<file path="src/rtl/reg_file_bcd.sv">
// reg_file_bcd: 2-read/1-write register file; every write also starts a shift-add-3
// binary-to-BCD conversion of WriteData. Define RF_BYPASS_EN for write-first read forwarding.
module reg_file_bcd #(
  parameter int DATA_W = 8,
  parameter int ADDR_W = 2,
  parameter int DIGITS = 3
) (
  input  logic                  clk,
  input  logic                  rst_n,
  input  logic [ADDR_W-1:0]     ReadReg1,
  input  logic [ADDR_W-1:0]     ReadReg2,
  input  logic [ADDR_W-1:0]     WriteReg,
  input  logic [DATA_W-1:0]     WriteData,
  input  logic                  RegWrite,
  output logic [DATA_W-1:0]     ReadData1,
  output logic [DATA_W-1:0]     ReadData2,
  output logic [4*DIGITS-1:0]   BcdDigits,
  output logic                  BcdValid,
  output logic                  BcdBusy
);

  localparam int DEPTH = 2**ADDR_W;
  localparam int CNT_W = $clog2(DATA_W + 1);
  localparam int BCD_W = 4 * DIGITS;

  typedef enum logic {IDLE, SHIFT} state_e;

  state_e             state_q, state_d;
  logic [DATA_W-1:0]  mem_q [DEPTH];
  logic [DATA_W-1:0]  bin_q, bin_d;
  logic [BCD_W-1:0]   bcd_q, bcd_d, bcdAdj;
  logic [BCD_W-1:0]   digits_q, digits_d;
  logic [CNT_W-1:0]   cnt_q, cnt_d;
  logic               valid_q, valid_d;

  always_ff @(posedge clk or negedge rst_n) begin
    if (!rst_n) begin
      for (int i = 0; i < DEPTH; i++) mem_q[i] <= '0;
    end else if (RegWrite) begin
      mem_q[WriteReg] <= WriteData;
    end
  end

`ifdef RF_BYPASS_EN
  assign ReadData1 = (RegWrite && (WriteReg == ReadReg1)) ? WriteData : mem_q[ReadReg1];
  assign ReadData2 = (RegWrite && (WriteReg == ReadReg2)) ? WriteData : mem_q[ReadReg2];
`else
  assign ReadData1 = mem_q[ReadReg1];
  assign ReadData2 = mem_q[ReadReg2];
`endif

  // Digit correction applied before each shift so no digit overflows past 9.
  always_comb begin
    bcdAdj = bcd_q;
    for (int d = 0; d < DIGITS; d++) begin
      if (bcd_q[4*d +: 4] >= 4'd5) bcdAdj[4*d +: 4] = bcd_q[4*d +: 4] + 4'd3;
    end
  end

  always_comb begin
    state_d  = state_q;
    bin_d    = bin_q;
    bcd_d    = bcd_q;
    cnt_d    = cnt_q;
    digits_d = digits_q;
    valid_d  = 1'b0;
    if (state_q == SHIFT) begin
      {bcd_d, bin_d} = {bcdAdj, bin_q} << 1;
      cnt_d = cnt_q - CNT_W'(1);
      if (cnt_q == CNT_W'(1)) begin
        digits_d = bcd_d;
        valid_d  = 1'b1;
        state_d  = IDLE;
      end
    end
    // A new write always wins: it restarts the converter even on the completion edge.
    if (RegWrite) begin
      bin_d   = WriteData;
      bcd_d   = '0;
      cnt_d   = CNT_W'(DATA_W);
      state_d = SHIFT;
    end
  end

  always_ff @(posedge clk or negedge rst_n) begin
    if (!rst_n) begin
      state_q  <= IDLE;
      bin_q    <= '0;
      bcd_q    <= '0;
      cnt_q    <= '0;
      digits_q <= '0;
      valid_q  <= 1'b0;
    end else begin
      state_q  <= state_d;
      bin_q    <= bin_d;
      bcd_q    <= bcd_d;
      cnt_q    <= cnt_d;
      digits_q <= digits_d;
      valid_q  <= valid_d;
    end
  end

  assign BcdDigits = digits_q;
  assign BcdValid  = valid_q;
  assign BcdBusy   = (state_q == SHIFT);

endmodule

</file>
<file path="config.mk">
export PLATFORM = sky130hd
export DESIGN_NAME = reg_file_bcd
export DESIGN_NICKNAME = d
export VERILOG_FILES = /design/src/rtl/reg_file_bcd.sv
export SDC_FILE = /design/constraint.sdc
export NUM_CORES = 1
export LEC_CHECK = 0
export CELL_PAD_IN_SITES_DETAIL_PLACEMENT = 1
export CELL_PAD_IN_SITES_GLOBAL_PLACEMENT = 2
export CORE_ASPECT_RATIO = 0.9
export CORE_MARGIN = 3
export CORE_UTILIZATION = 37
export DETAILED_ROUTE_END_ITERATION = 10
export PLACE_DENSITY_LB_ADDON = 0.1
export SLEW_MARGIN = 20
export SYNTH_ARGS = -nofsm -noshare
export SYNTH_HDL_FRONTEND = slang
export SYNTH_SLANG_ARGS = --single-unit
</file>
<file path="constraint.sdc">
create_clock -name clk -period 2 [get_ports clk]
set_input_delay 0.2 -clock clk [delete_from_list [all_inputs] [get_ports clk]]
set_output_delay 0.2 -clock clk [all_outputs]
set_load 0.02 [all_outputs]
</file>
Word-level counts from Yosys, hierarchy flattened
Cells that the tools add are included.
- register bits: 70
- input bits: 17
- output and inout port bits: 30
- add/subtract/negate cells: 4
- $lt $le $gt $ge: 7
- equality and inequality tests: 1
- multiplexer cells: 23
- bitwise gates (word level): 3
- reduce and logical (&&, ||, !) cells: 3
- operators with widths (operator ; number):
    $mux W8 ; 7
    $bmux W8 S2 ; 2
    $bwmux W32 ; 1
    $mux W12 ; 2
    $demux W8 S2 ; 1
    $mux W4 ; 4
    $ge A4 B3 Y1 const B ; 3
    $ge A3 B3 Y1 const B ; 3
    $not A2 Y3 ; 3
    $add A4 B2 Y4 const B ; 2
    $mux W1 ; 5
    $eq A4 B1 Y1 const B ; 1
    $sub A4 B1 Y4 const B ; 1
    $add A3 B2 Y3 const B ; 1
    $lt A3 B1 Y1 const B ; 1
    $mux W3 ; 1
    $reduce_and A2 Y1 ; 1
    $reduce_bool A2 Y1 ; 1
    $logic_and A1 B1 Y1 ; 1

Depth between registers and ports, before layout
- word-level depth: 6
- mapped depth: 7
- mapped depth without buffers: 6

Least setup slack after synthesis
OpenSTA, ideal clock, no wires.
- path type: register to register
- from: register bcd_q[8]
- to: register bcd_q[9]
- data arrival time: 1.421 ns
- required time: 1.896 ns
- setup slack: 0.475 ns
- stages on the path, launching flop included: 7
- buffers on the path: 0
- clock period less this slack: 1.525 ns
- cell sequence: dfrtp_1 inv_1 ha_1 nand2b_1 a21oi_2 or4b_1 o311ai_1
- word-level cells in the longest chain between the ends: 4
- elaborated cells on any way between the ends: 5
- those cells by class: 1 x add/sub; 1 x order compare; 3 x mux
- RTL lines (what ; line ; RTL):
    from (decl) ; 31 ; logic [BCD_W-1:0] bcd_q, bcd_d, bcdAdj;
    from (signal assigned) ; 89 ; bcd_q <= '0;
    from (signal assigned) ; 96 ; bcd_q <= bcd_d;
    $ge A4 B3 Y1 / $add A3 B2 Y3 (equally long branches) ; 56 ; if (bcd_q[4*d +: 4] >= 4'd5) bcdAdj[4*d +: 4] = bcd_q[4*d +: 4] + 4'd3;
    $mux W3 * ; 56 ;
    $mux W12 * ; 67 ; if (state_q == SHIFT) begin
    $mux W12 * ; 77 ; if (RegWrite) begin
Every way passes the cells marked *; elsewhere a longest branch is shown, timed or not. The select of a mux whose other input is x is not followed.
A chain may end at the register's enable or synchronous reset.

Worst setup path in the final report
- from: input ReadReg2[0]
- to: output ReadData2[1]
- word-level cells in the longest chain between the ends: 4
- RTL lines (what ; line ; RTL):
    from (decl) ; 11 ; input logic [ADDR_W-1:0] ReadReg2,
    $not A2 Y3 (implied by the code) ; 49 ; assign ReadData2 = mem_q[ReadReg2];
    $bmux W8 S2 ; 49 ;
    $mux W8 (implied by the code) (2 in series) ; 49 ;
    to (decl) ; 16 ; output logic [DATA_W-1:0] ReadData2,
Every way passes these cells. The select of a mux whose other input is x is not followed.

==> results.py <==
metrics = {
    "yosys": {
        "synth_top_family_by_area": "multiplexers",
        "ys_warn_count": 0,
        "synthesis.nets": 306,
        "synthFlopType": "dfrtp_1",
        "synth_xor_xnor_area_share_pct": 1.50,
        "synth.cell_area_mm2": 0.00349,
        "syn_area_per_cell_um2": 12.4,
        "syn_inst": 281,
        "synthSimpleGateAreaFrac_pct": 10.4,
        "ys_seq_area_share_pct": 50.1,
        "synth_edf_count": 0,
        "synth-seq-cells": 70,
        "synth_cell_type_count": 38,
        "synth_mux_area_share_pct": 23.6,
        "synth_fa_ha_area_share_pct": 2.87,
        "synth_compound_area_share_pct": 8.78,
        "async_flop_share_pct": 100,
    },
    "critical_path": {
        "crit_chain": "clkdlybuf4s50_1 > buf_12 > mux4_2 > dlygate4sd2_1",
        "cp-start-kind": "input pin",
        "crit_path_max_fanout": 8,
        "path_delay_family": "buffers and inverters",
        "cp.required_ns": 1.80,
        "reg2regPathDepth": 6,
        "arrival_ns": 1.73,
        "cp_slowest_stage_delay_ns": 0.51,
        "crit_path_end_kind": "primary output",
        "path_buf_inv": 3,
        "crit_type": "in2out",
        "r2r_slack_ns": 0.30,
        "crit_cells": 4,
        "critPathSlowestCell": "clkdlybuf4s50_1",
    },
    "placement": {
        "dp_cells": 444,
        "port_buffers": 46,
        "dp_hpwl_mm": 5.60,
        "gp_congestion": 0.693,
    },
    "timing": {
        "timing.fmax_ghz": 0.518,
        "maxSlewHeadroom_pct": 70.9,
        "finalHoldViolations": 0,
        "skew_ns": 0.00749,
        "worst_slew_pin_slew_ns": 0.437,
        "rsz0062_at_grt": "false",
        "fin_crit_sh_pct": 96.6,
        "slew_viol_final": 0,
        "finalSetupViolCount": 0,
        "finalSetupTns_ns": 0,
        "fin_crit_ns": 1.93,
    },
    "power_and_ir_drop": {
        "power.density_mw_per_mm2": 1010,
        "ir_worst_vdd_uv": 544,
        "p_leak_nw": 1.89,
    },
    "route": {
        "dr.pass1.iters": 4,
        "route.vias.total": 2413,
        "drc": 0,
        "ant_nets": 0,
        "routed_wl_mm": 7.88,
        "via_per_inst": 5.23,
        "drtIter0Drc": 86,
        "wire_per_inst_um": 17.1,
    },
    "die": {
        "die_h_um": 98.2,
        "die-area_mm2": 0.0106,
        "initial_utilization_pct": 39.3,
        "ios": 47,
        "placeableCoreArea_mm2": 0.00889,
        "die-width_um": 108,
        "placementRows": 32,
    },
    "layout": {
        "drive_gt1_share_pct": 25.7,
        "instances_no_fill": 461,
        "seq_area_mm2": 0.00175,
        "area_delta_synth_final_pct": 26.1,
        "multi_input_comb_area_mm2": 0.00164,
        "nFillCells": 984,
        "layout.nets": 362,
        "antenna_cells": 0,
    },
    "cts": {
        "cts_sinks": 70,
        "clk-insertion-delay-late_ns": 0.34,
        "cts_buffers": 9,
        "tritoncts": "yes",
        "h-tree-depth": 3,
        "root_buffer": "clkbuf_8",
        "cts.reportedPaths.clkPinSlew_ns": 0.08,
        "clockBufferDepth": 2,
    },
    "flow_run": {
        "drv_cap": 0,
    },
    "grt": {
        "antenna_found_initial": 0,
        "grt_max_degree": 55,
        "grt_pass1_vias": 2573,
        "grtUsageTotal_pct": 16.4,
        "grt_pass1_wl_mm": 13.5,
        "overflow": 0,
    },
    "status": {
        "outcome": "finished clean",
    },
    "worst_hold_path": {
        "hp-class": "in2async",
    },
}
==> timing repair <==
action / 4_1_cts / 5_1_grt
endpoints found under the setup margin: 16 / 0
gates resized for setup: 16 / 0
endpoints found under the hold margin: 16 / 0
setup buffers: 0 / 0
hold buffers: 1 / 0
==> layout make-up <==
class                   count  share of cell area, %
flip-flops and latches     70                   39.8
multi-input cells         188                   37.3
repair buffers             59                   13.9
well taps                 119                   3.38
clock buffers              12                   3.30
clock inverters             4                   1.59
inverters                   9                  0.767
==> worst register-to-register path: stages, from the launching register on <==
cell and delay (ns):
dfrtp_1 0.42, inv_1 0.09, ha_1 0.26, nand2b_1 0.13, a21oi_2 0.11, or4b_1 0.49, o311ai_1 0.10
==> flip-flops by register name (all words and copies together), names as in the netlist <==
register	cells
BcdBusy	1
BcdDigits	12
BcdValid	1
bcd_q	12
bin_q	8
cnt_q	4
mem_q	32
==> cells in the final DEF (no fill, tap or decap), types with 7 or more instances in the layout <==
cell	count
dfrtp_1	70
mux2_2	34
clkdlybuf4s50_1	29
nand2_1	27
o21ai_0	19
mux4_2	16
dlygate4sd2_1	16
a21oi_1	11
clkbuf_8	10
inv_1	8
nor2_1	8
mux2i_1	8
ha_1	8
nand3_1	7
==> cells by family (layout without fill, tap and decap cells) <==
logic type	Yosys count	after routing
AO/OA/AOI/OAI	49	49
XOR/XNOR	6	6
adder cells (fa/ha/maj)	8	8
buffers and inverters	23	84
flip-flops	70	70
multiplexers	58	58
AND/OR/NAND/NOR	67	67
==> routing by layer <==
layer	GRT usage, %	vias up	wire [µm]
li1	-	1134	-
met1	23.8	1232	3850
met2	24.0	35	3630
met3	3.97	12	277
met4	5.53	0	121
met5	0	-	0
==> metrics by stage <==
stage | setup slack (ns) | hold slack [ns] | instance area [µm²] | utilization [%] | total power [mW]
6_report | 0.0683 | 0.328 | 4400 | 49.5 | 4.43
5_1_grt | 0.0254 | 0.355 | 4400 | 49.5 | 4.72
4_1_cts | 0.0565 | 0.337 | 4400 | 49.5 | 4.51
3_5_place_dp | -0.157 | 0.167 | 4200 | 47.2 | 3.28
3_3_place_gp | -0.124 | 0.168 | 4200 | 47.2 | 3.24
2_1_floorplan | 0.475 | -0.0956 | 3490 | - | 2.70
==> where the power goes <==
part | switching [mW] | total [mW] | internal [mW] | leakage (nW)
clock | 0.526 | 1.26 | 0.734 | 0.110
sequential | 0.207 | 1.89 | 1.68 | 0.878
combinational | 0.624 | 1.28 | 0.660 | 0.905
total | 1.36 | 4.43 | 3.08 | 1.89
==> synthesized netlist by cell type (all sizes together), types with 3 or more instances <==
| master | n | share of area, % |
|---|---|---|
| buf | 12 | 1.6 |
| mux4 | 16 | 10 |
| o21ai | 20 | 3.0 |
| nor2 | 8 | 0.86 |
| a211oi | 3 | 0.64 |
| nand3 | 8 | 1.3 |
| dfrtp | 70 | 50 |
| o311ai | 4 | 1.0 |
| a21oi | 14 | 2.5 |
| nor3 | 3 | 0.43 |
| a21o | 3 | 0.64 |
| ha | 8 | 2.9 |
| xnor2 | 5 | 1.3 |
| nand2 | 27 | 2.9 |
| a31oi | 3 | 0.54 |
| nor3b | 5 | 1.4 |
| nand2b | 5 | 0.97 |
| mux2 | 34 | 11 |
| nor2b | 4 | 0.72 |
| mux2i | 8 | 2.3 |
| inv | 8 | 0.86 |
==> final timing paths <==
path	endpoint	from
max in group asynchronous	BcdBusy$_DFF_PN0_	rst_n
worst max-delay path	ReadData2[1]	ReadReg2[0]
worst max register to register	bcd_q[9]$_DFFE_PN0P_	bcd_q[8]$_DFFE_PN0P_
worst min register to register	BcdDigits[0]$_DFFE_PN0P_	BcdDigits[0]$_DFFE_PN0P_
worst min-delay path	bcd_q[7]$_DFFE_PN0P_	rst_n
min in group clk	BcdDigits[0]$_DFFE_PN0P_	BcdDigits[0]$_DFFE_PN0P_
No activity file was read; power rests on OpenSTA's default activity.
